## src/rtl/variable_delay_if.sv

```systemverilog
// Handshake bundle for variable_delay: enable/flush control, delay select, sample in, delayed sample out.
// Latency and backpressure are defined by the attached delay line (no ready path; the producer drives en).
interface variable_delay_if #(
    parameter int WIDTH      = 8,
    parameter int MAX_CYCLES = 16
);
    localparam int DW = $clog2(MAX_CYCLES + 1);

    logic             en;
    logic             flush;
    logic [DW-1:0]    delay;
    logic [WIDTH-1:0] in;
    logic [WIDTH-1:0] out;
    logic             out_valid;

    modport master (output en, flush, delay, in, input out, out_valid);
    modport slave  (input en, flush, delay, in, output out, out_valid);
endinterface

```

## src/rtl/variable_delay.sv

```systemverilog
// Runtime-programmable enable-gated delay line on a circular buffer; out lags in by D enables (D=1: next edge).
// No backpressure: one sample per en cycle at any delay; out/out_valid are flops and hold between enables.
module variable_delay #(
    parameter int WIDTH      = 8,
    parameter int MAX_CYCLES = 16
) (
    input  logic             clk,
    input  logic             rst,
    variable_delay_if.slave  bus
);
    localparam int DW = $clog2(MAX_CYCLES + 1);
    localparam int PW = (MAX_CYCLES > 1) ? $clog2(MAX_CYCLES) : 1;
    localparam logic [DW-1:0] MAX_D    = DW'(MAX_CYCLES);
    localparam logic [PW-1:0] LAST_PTR = PW'(MAX_CYCLES - 1);

    logic [WIDTH-1:0] mem [MAX_CYCLES];

    logic [PW-1:0]    wr_ptr_q, wr_ptr_d;
    logic [DW-1:0]    fill_q, fill_d;
    logic [WIDTH-1:0] out_q, out_d;
    logic             vld_q, vld_d;

    logic [DW-1:0]    eff_d;
    logic [DW-1:0]    lag;
    logic [DW:0]      rd_sum;
    logic [PW-1:0]    rd_ptr;
    logic             wr_en;

    always_comb begin
        eff_d = bus.delay;
        if (bus.delay == '0) begin
            eff_d = DW'(1);
        end else if (bus.delay > MAX_D) begin
            eff_d = MAX_D;
        end
    end

    // Modular subtraction done explicitly so non-power-of-two depths wrap correctly.
    always_comb begin
        lag = eff_d - DW'(1);
        if ((DW+1)'(wr_ptr_q) >= (DW+1)'(lag)) begin
            rd_sum = (DW+1)'(wr_ptr_q) - (DW+1)'(lag);
        end else begin
            rd_sum = (DW+1)'(wr_ptr_q) + (DW+1)'(MAX_CYCLES) - (DW+1)'(lag);
        end
        rd_ptr = PW'(rd_sum);
    end

    assign wr_en = bus.en && !bus.flush;

    always_comb begin
        wr_ptr_d = wr_ptr_q;
        fill_d   = fill_q;
        out_d    = out_q;
        vld_d    = vld_q;
        if (bus.flush) begin
            wr_ptr_d = '0;
            fill_d   = '0;
            out_d    = '0;
            vld_d    = 1'b0;
        end else if (bus.en) begin
            wr_ptr_d = (wr_ptr_q == LAST_PTR) ? '0 : wr_ptr_q + PW'(1);
            fill_d   = (fill_q == MAX_D) ? fill_q : fill_q + DW'(1);
            if (eff_d == DW'(1)) begin
                out_d = bus.in;
            end else if (fill_q >= lag) begin
                out_d = mem[rd_ptr];
            end else begin
                out_d = '0;
            end
            vld_d = (fill_q >= lag);
        end
    end

    // Storage carries no reset; fill gating keeps stale entries unreachable.
    always_ff @(posedge clk) begin
        if (wr_en) begin
            mem[wr_ptr_q] <= bus.in;
        end
    end

    always_ff @(posedge clk or negedge rst) begin
        if (!rst) begin
            wr_ptr_q <= '0;
            fill_q   <= '0;
            out_q    <= '0;
            vld_q    <= 1'b0;
        end else begin
            wr_ptr_q <= wr_ptr_d;
            fill_q   <= fill_d;
            out_q    <= out_d;
            vld_q    <= vld_d;
        end
    end

    assign bus.out       = out_q;
    assign bus.out_valid = vld_q;
endmodule

```

## src/flat_wrapper.sv

```systemverilog
// flat-port wrapper written by rule: the top's interface ports become plain ports
module variable_delay_flat 
#(
    parameter int WIDTH      = 8,
    parameter int MAX_CYCLES = 16
)
  (clk, rst, bus_en, bus_flush, bus_delay, bus_in, bus_out, bus_out_valid);
  variable_delay_if #(.WIDTH(WIDTH), .MAX_CYCLES(MAX_CYCLES)) bus_i ();
  input  logic clk;
  input  logic rst;
  input wire logic [$bits(bus_i.en)-1:0] bus_en;
  input wire logic [$bits(bus_i.flush)-1:0] bus_flush;
  input wire logic [$bits(bus_i.delay)-1:0] bus_delay;
  input wire logic [$bits(bus_i.in)-1:0] bus_in;
  output wire logic [$bits(bus_i.out)-1:0] bus_out;
  output wire logic [$bits(bus_i.out_valid)-1:0] bus_out_valid;
  assign bus_i.en = bus_en;
  assign bus_i.flush = bus_flush;
  assign bus_i.delay = bus_delay;
  assign bus_i.in = bus_in;
  assign bus_out = bus_i.out;
  assign bus_out_valid = bus_i.out_valid;
  variable_delay #(.WIDTH(WIDTH), .MAX_CYCLES(MAX_CYCLES)) u_core (.clk(clk), .rst(rst), .bus(bus_i));
endmodule
```

## config.mk

```make
export PLATFORM = sky130hd
export DESIGN_NAME = variable_delay_flat
export DESIGN_NICKNAME = d
export VERILOG_FILES = /design/src/rtl/variable_delay_if.sv /design/src/rtl/variable_delay.sv /design/src/flat_wrapper.sv
export SDC_FILE = /design/constraint.sdc
export NUM_CORES = 1
export LEC_CHECK = 0
export BUFFER_PORTS_ARGS = -buffer_cell sky130_fd_sc_hd__buf_2
export CAP_MARGIN = 20
export CORE_MARGIN = 2
export CORE_UTILIZATION = 47
export CTS_BUF_LIST = sky130_fd_sc_hd__clkbuf_2 sky130_fd_sc_hd__clkbuf_4 sky130_fd_sc_hd__clkbuf_8
export CTS_CLUSTER_SIZE = 10
export DETAILED_ROUTE_END_ITERATION = 10
export PLACE_DENSITY_LB_ADDON = 0.05
export SLEW_MARGIN = 40
export SYNTH_ARGS = -nofsm -noshare
export SYNTH_HDL_FRONTEND = slang
export SYNTH_SLANG_ARGS = --single-unit
```

## constraint.sdc

```tcl
create_clock -name clk -period 5.8 [get_ports clk]
set_clock_uncertainty 0.2 [all_clocks]
set_input_delay 1.16 -clock clk [delete_from_list [all_inputs] [get_ports clk]]
set_output_delay 1.16 -clock clk [all_outputs]
set_load 0.03 [all_outputs]
```

==> metrics, run 1 <==
run status completed; Post-synth EDFFs 128; fraction of layout cells with a size suffix above 1 30.73%; worst path cell trace buf_2 -> nor3_1 -> nor2_1 -> nor2_1 -> inv_1 -> ha_2 -> buf_12 -> mux4_2 -> mux2i_1 -> mux2_2 -> o21ai_1; synth top area cells edfxtp_1 (62%), mux4_2 (12%), dfrtp_1 (7.2%); CP max stage cell ha_2; Max Root-Sink Buffers 2; vias 3214; Clock transition at path regs 0.07 ns; commonest register cell after synthesis edfxtp_1; CP max FO 17; die area 0.01419 sq mm; clock share of power 35.1%; first-pass GRT wire length 20.75 mm; CTS buffer count 17; Synth area leader edfxtp_1; initial core utilization 47.61%; unrepaired setup endpoints after global routing no; Fin Setup TNS 0 ns; Final ANT Viol Nets 0; gr ovfl total 0; Post-route DRC 0; worst skew pair latency 0.45 ns; Final Non-Filler Cells 573; Internal 0.001736 W; CORE AREA 0.01309 sq mm; post-synthesis async set-or-reset flop share 12.33%; vias in the first global route 3391; H-tree levels 4; I/O pins 26; upper clock frequency limit 260.9 MHz; power per cell area 324.8 mW/mm^2; commonest non-fill, non-tap cells in the layout edfxtp_1 (128), mux4_2 (32), buf_2 (26); routed length per instance 23.51 um; Pleak 2.441 nW; NetSw 0.0005532 W; n_diodes 0; DP Wirelength 8.655 mm; Mapped Nets 375; Arrival @ worst endpoint 3.95 ns; Port Buf Inserts 25; Hold WC Path Type flip-flop to flip-flop; detailed-route vias per instance 5.609; maxcap violations 0; CTS Root Cell clkbuf_8; Die H 119.1 um; die span in x 119.1 um; measured slew at the worst slew-check pin 0.7033 ns; CP endpoint kind flip-flop; Total GRT Usage 20.62%; dpl cells 540; max incr delay on CP 0.80 ns; commonest non-fill, non-tap cell in the layout edfxtp_1; final wirelength 13.47 mm; clock sinks 146; initial antenna violation count 0; CTS resizes 0; period utilisation layout 66.09%; synth unique cells 41; first-pass iteration count of the detailed router 4; startpoint types input port; RePlAce Congestion 0.7561; post-CTS setup buffer count 0; Avg Synthesized Cell Area 18.22 sq um; switching share of power 24.16%; worst setup path category input port to flip-flop; Synth warnings 0; Crit path top cell by count nor2_1; post-synth top area share 61.70%; Max VDD drop 0.1338 mV; post-synthesis instance total 342; row count 42; minimum clock period 3.833 ns; sequential share of power 50.5%; initial DRC count 306; Data required, critical path 5.91 ns; largest net degree at the start of global routing 23; cts-stage hold buffer count 0; Area Overhead vs Synth 13.14%; Seq cells post-synth 146; mapped cell area 0.006230 sq mm; Gate power share 14.4%; Final setup viols 0; CTS tree built; Hold Vio Cnt, Final 0; relative slew slack 52.94%; Slew Viols, Final 0; count of nets after finishing 417; sequential share of the synthesized area 68.93%
## cell families (layout without fill, tap and decap cells)
family	count (synthesis)	in the layout	synth area share (%)
adder cells (fa/ha/maj)	16	16	3.334
flip-flops	146	146	68.93
XOR/XNOR	7	7	1.527
multiplexers	59	59	16.07
AO/OA/AOI/OAI	34	34	3.696
buffers and inverters	19	74	1.687
AND/OR/NAND/NOR	61	61	4.760
## Yosys cell counts, types with 5 or more instances
cell	instances
nand2b_1	9
dfrtp_1	18
mux2i_1	19
nor2_1	22
nand2_1	9
a22oi_1	8
mux2_2	7
clkbuf_1	5
nor3_1	10
a21oi_1	5
inv_1	7
ha_1	15
edfxtp_1	128
mux4_2	32
o21ai_1	7
## sequential cells by signal, indices dropped and copies added, names as in the netlist
| name | count |
|---|---|
| u_core.bus.out_valid | 1 |
| u_core.fill_q | 5 |
| u_core.mem | 128 |
| u_core.bus.out | 8 |
| u_core.wr_ptr_q | 4 |
## worst max-delay path, delay by kind of cell
family	cells	cell delay, ns
compound gates	1	0.06
fa+ha+maj	1	0.80
buf+inv	3	0.51
mux	3	1.04
simple gates	3	0.37
## cell type report
cell class | instances | area [sq um]
clock inverters | 12 | 138.9
repair buffers | 35 | 214.0
well taps | 176 | 220.2
flip-flops and latches | 146 | 4294
inverters | 7 | 26.28
clock buffers | 20 | 256.5
fillers | 1030 | 6037
multi-input cells | 177 | 1898
## metrics by stage
stage / worst slack (ns) / instance area, sq um / hold slack [ns] / total power (W) / utilization (%)
2_1_floorplan: 2.091 / 6230 / 0.3294 / 0.001416 / -
3_3_place_gp: 1.476 / 6591 / 0.3391 / 0.001506 / 50.37
3_5_place_dp: 1.454 / 6636 / 0.3456 / 0.001510 / 50.72
4_1_cts: 1.919 / 7032 / 0.3619 / 0.002308 / 53.74
5_1_grt: 1.736 / 7048 / 0.3842 / 0.002375 / 53.86
6_report: 1.967 / 7048 / 0.3569 / 0.002290 / 53.86
## power groups by stage
stage	registers, W	logic, W	clock network [W]
6_report	0.00116	0.000329	0.000805
3_5_place_dp	0.00118	0.000330	0
4_1_cts	0.00116	0.000331	0.000821
3_3_place_gp	0.00118	0.000327	0
5_1_grt	0.00116	0.000355	0.000863
2_1_floorplan	0.00118	0.000235	0
## path summary, 6_finish.rpt
kind                                                       to  cells after the start                      startpoint  slack (ns)
worst max-delay path            u_core.bus.out[5]$_DFFE_PN0P_                     11                    bus_delay[3]        1.97
worst max register to register  u_core.bus.out[5]$_DFFE_PN0P_                      7  u_core.wr_ptr_q[0]$_DFFE_PN0P_        2.70
worst min register to register  u_core.bus.out[5]$_DFFE_PN0P_                      2   u_core.bus.out[5]$_DFFE_PN0P_        0.36
worst min-delay path            u_core.bus.out[5]$_DFFE_PN0P_                      2   u_core.bus.out[5]$_DFFE_PN0P_        0.36
min in group asynchronous        u_core.fill_q[4]$_DFFE_PN0P_                      1                             rst        0.46
max in group asynchronous       u_core.bus.out[4]$_DFFE_PN0P_                      1                             rst        4.61
## routing by layer
| layer | share of wire [%] | routed length [um] | up-vias | track usage, % |
|---|---|---|---|---|
| met4 | 1.4 | 186 | 0 | 7.068 |
| met5 | 0 | 0 | - | 0 |
| met3 | 3.1 | 424 | 16 | 4.023 |
| li1 | - | - | 1448 | - |
| met2 | 50 | 6781 | 62 | 33.51 |
| met1 | 45 | 6079 | 1688 | 28.09 |
(Power assumes the default switching activity.)
==> run 2: changes to the inputs <==
- clock period: 5.8 -> 3.5 ns (I/O delays scaled with it)
==> metrics, run 2 (same netlist as run 1, synthesis figures left out) <==
run status completed; vias in the first global route 3425 (+1.0%); initial antenna violation count 0 (unchanged); Hold Vio Cnt, Final 0 (unchanged); fraction of layout cells with a size suffix above 1 32.54% (+1.8 points); CP max stage cell xnor3_2; startpoint types input port; GRT busiest layer met2; unrepaired setup endpoints after global routing no; post-route cell area 0.007253 sq mm (+2.9%); initial DRC count 233 (-24%); commonest non-fill, non-tap cell in the layout edfxtp_1; Die H 119.1 um (unchanged); CP top delay family XOR/XNOR gates; vias 3225 (+0.34%); detailed-route vias per instance 5.402 (-3.7%); Clock transition at path regs 0.08 ns (about the same); Fin Setup TNS 0 ns (unchanged); row count 42 (unchanged); first-pass GRT wire length 19.64 mm (-5.4%); CTS buffer count 17 (unchanged); placed cell areas 0.006809 sq mm (+2.6%); gr ovfl total 0 (unchanged); CTS Root Cell clkbuf_8; worst setup path category input port to flip-flop; period utilisation layout 89.07%; final wirelength 12.35 mm (-8.3%); n_diodes 0 (unchanged); power per cell area 542.9 mW/mm^2 (+67%); max incr delay on CP 0.39 ns (-0.41 ns); CP bufs+invs 2 (-1); CP max FO 8 (-9); dpl cells 564 (+4.4%); routed length per instance 20.69 um (-12%); relative slew slack 44.65% (-8.3 points); cts-stage hold buffer count 1 (+1); Final Non-Filler Cells 597 (+4.2%); Total GRT Usage 19.32% (-1.3 points); Max VDD drop 0.2150 mV (+61%); Port Buf Inserts 25 (unchanged); commonest non-fill, non-tap cells in the layout edfxtp_1 (128), mux4_2 (32), buf_4 (28); initial core utilization 47.61% (unchanged); Data required, critical path 3.67 ns (-2.24 ns); Top reg by flops u_core.mem; CTS resizes 0 (unchanged); first-pass iteration count of the detailed router 4 (unchanged); maxcap violations 0 (unchanged); Area Overhead vs Synth 16.43%; total power 0.003938 W (+72%); Final setup viols 0 (unchanged); CTS tree built; Post-route DRC 0 (unchanged); Final ANT Viol Nets 0 (unchanged); worst path cell trace buf_2 -> nor3_1 -> nor2_1 -> nor2_1 -> inv_1 -> ha_1 -> xnor2_1 -> ha_1 -> a21oi_1 -> o21ai_0 -> xnor3_2 -> mux2_2 -> o21ai_1; CORE AREA 0.01309 sq mm (unchanged); RePlAce Congestion 0.7888 (+4.3%); I/O pins 26 (unchanged); max FFs per register 128 (unchanged); Slew Viols, Final 0 (unchanged); CP endpoint kind flip-flop; minimum clock period 3.118 ns; DP Wirelength 8.472 mm (-2.1%); H-tree levels 4 (unchanged); Arrival @ worst endpoint 3.28 ns (-0.67 ns); clock sinks 146 (unchanged); met3 usage 4.262% (+0.24 points); met1 global-route usage 26.30% (-1.8 points); post-CTS setup buffer count 0 (unchanged); die span in x 119.1 um (unchanged); worst skew pair latency 0.44 ns (about the same); count of nets after finishing 441 (+5.8%); global-route track usage on met2 30.93% (-2.6 points); Hold WC Path Type flip-flop to flip-flop; die area 0.01419 sq mm (unchanged); Max Root-Sink Buffers 2 (unchanged); upper clock frequency limit 320.8 MHz; largest net degree at the start of global routing 23 (unchanged); measured slew at the worst slew-check pin 0.8272 ns (+0.1238 ns); Pleak 2.568 nW (+5.2%)
## run 2: tightest hold or removal path: stages (launching register included)
cell and delay (ns):
dfrtp_1 0.36, a22oi_1 0.08, o21ai_1 0.07
## run 2: per-layer routing
| layer | wire length [um] | part of all wire [%] | vias up |
|---|---|---|---|
| met4 | 146 | 1.2 | 0 |
| li1 | - | - | 1495 |
| met2 | 6240 | 51 | 53 |
| met3 | 357 | 2.9 | 14 |
| met5 | 0 | 0 | - |
| met1 | 5605 | 45 | 1663 |
## run 2: stage by stage
step	hold WS (ns)	setup WS [ns]	utilization [%]
2_1_floorplan	0.2044	0.2509	-
3_3_place_gp	0.3228	-0.02965	52.04
3_5_place_dp	0.3409	-0.06135	52.04
4_1_cts	0.3572	0.3773	55.39
5_1_grt	0.3791	0.1573	55.43
6_report	0.3495	0.3824	55.43
## run 2: final timing paths
kind                                                start                             to  slack (ns)  cells after the start
setup / recovery                             bus_delay[1]  u_core.bus.out[0]$_DFFE_PN0P_        0.38                     13
hold / removal              u_core.bus.out[5]$_DFFE_PN0P_  u_core.bus.out[5]$_DFFE_PN0P_        0.35                      2
setup reg to reg           u_core.wr_ptr_q[0]$_DFFE_PN0P_  u_core.bus.out[0]$_DFFE_PN0P_        0.79                      9
hold reg to reg             u_core.bus.out[5]$_DFFE_PN0P_  u_core.bus.out[5]$_DFFE_PN0P_        0.35                      2
max in group asynchronous                             rst  u_core.bus.out[3]$_DFFE_PN0P_        2.26                      2
min in group asynchronous                             rst   u_core.fill_q[4]$_DFFE_PN0P_        0.53                      2
## run 2: power breakdown
| part | leakage (nW) | switching [W] | internal, W |
|---|---|---|---|
| clock network | 0.210 | 0.000617 | 0.000781 |
| registers | 1.40 | 0.00000843 | 0.00191 |
| logic | 0.958 | 0.000301 | 0.000323 |
## run 2: area by class of cell
cell class                 count  area (sq um)
inverter                       7         26.28
timing repair buffer          59         445.4
sequential                   146          4294
fill                        1043          5832
clock inverter                14         187.7
clock buffer                  18         241.5
multi-input combinational    177          1838
tap                          176         220.2
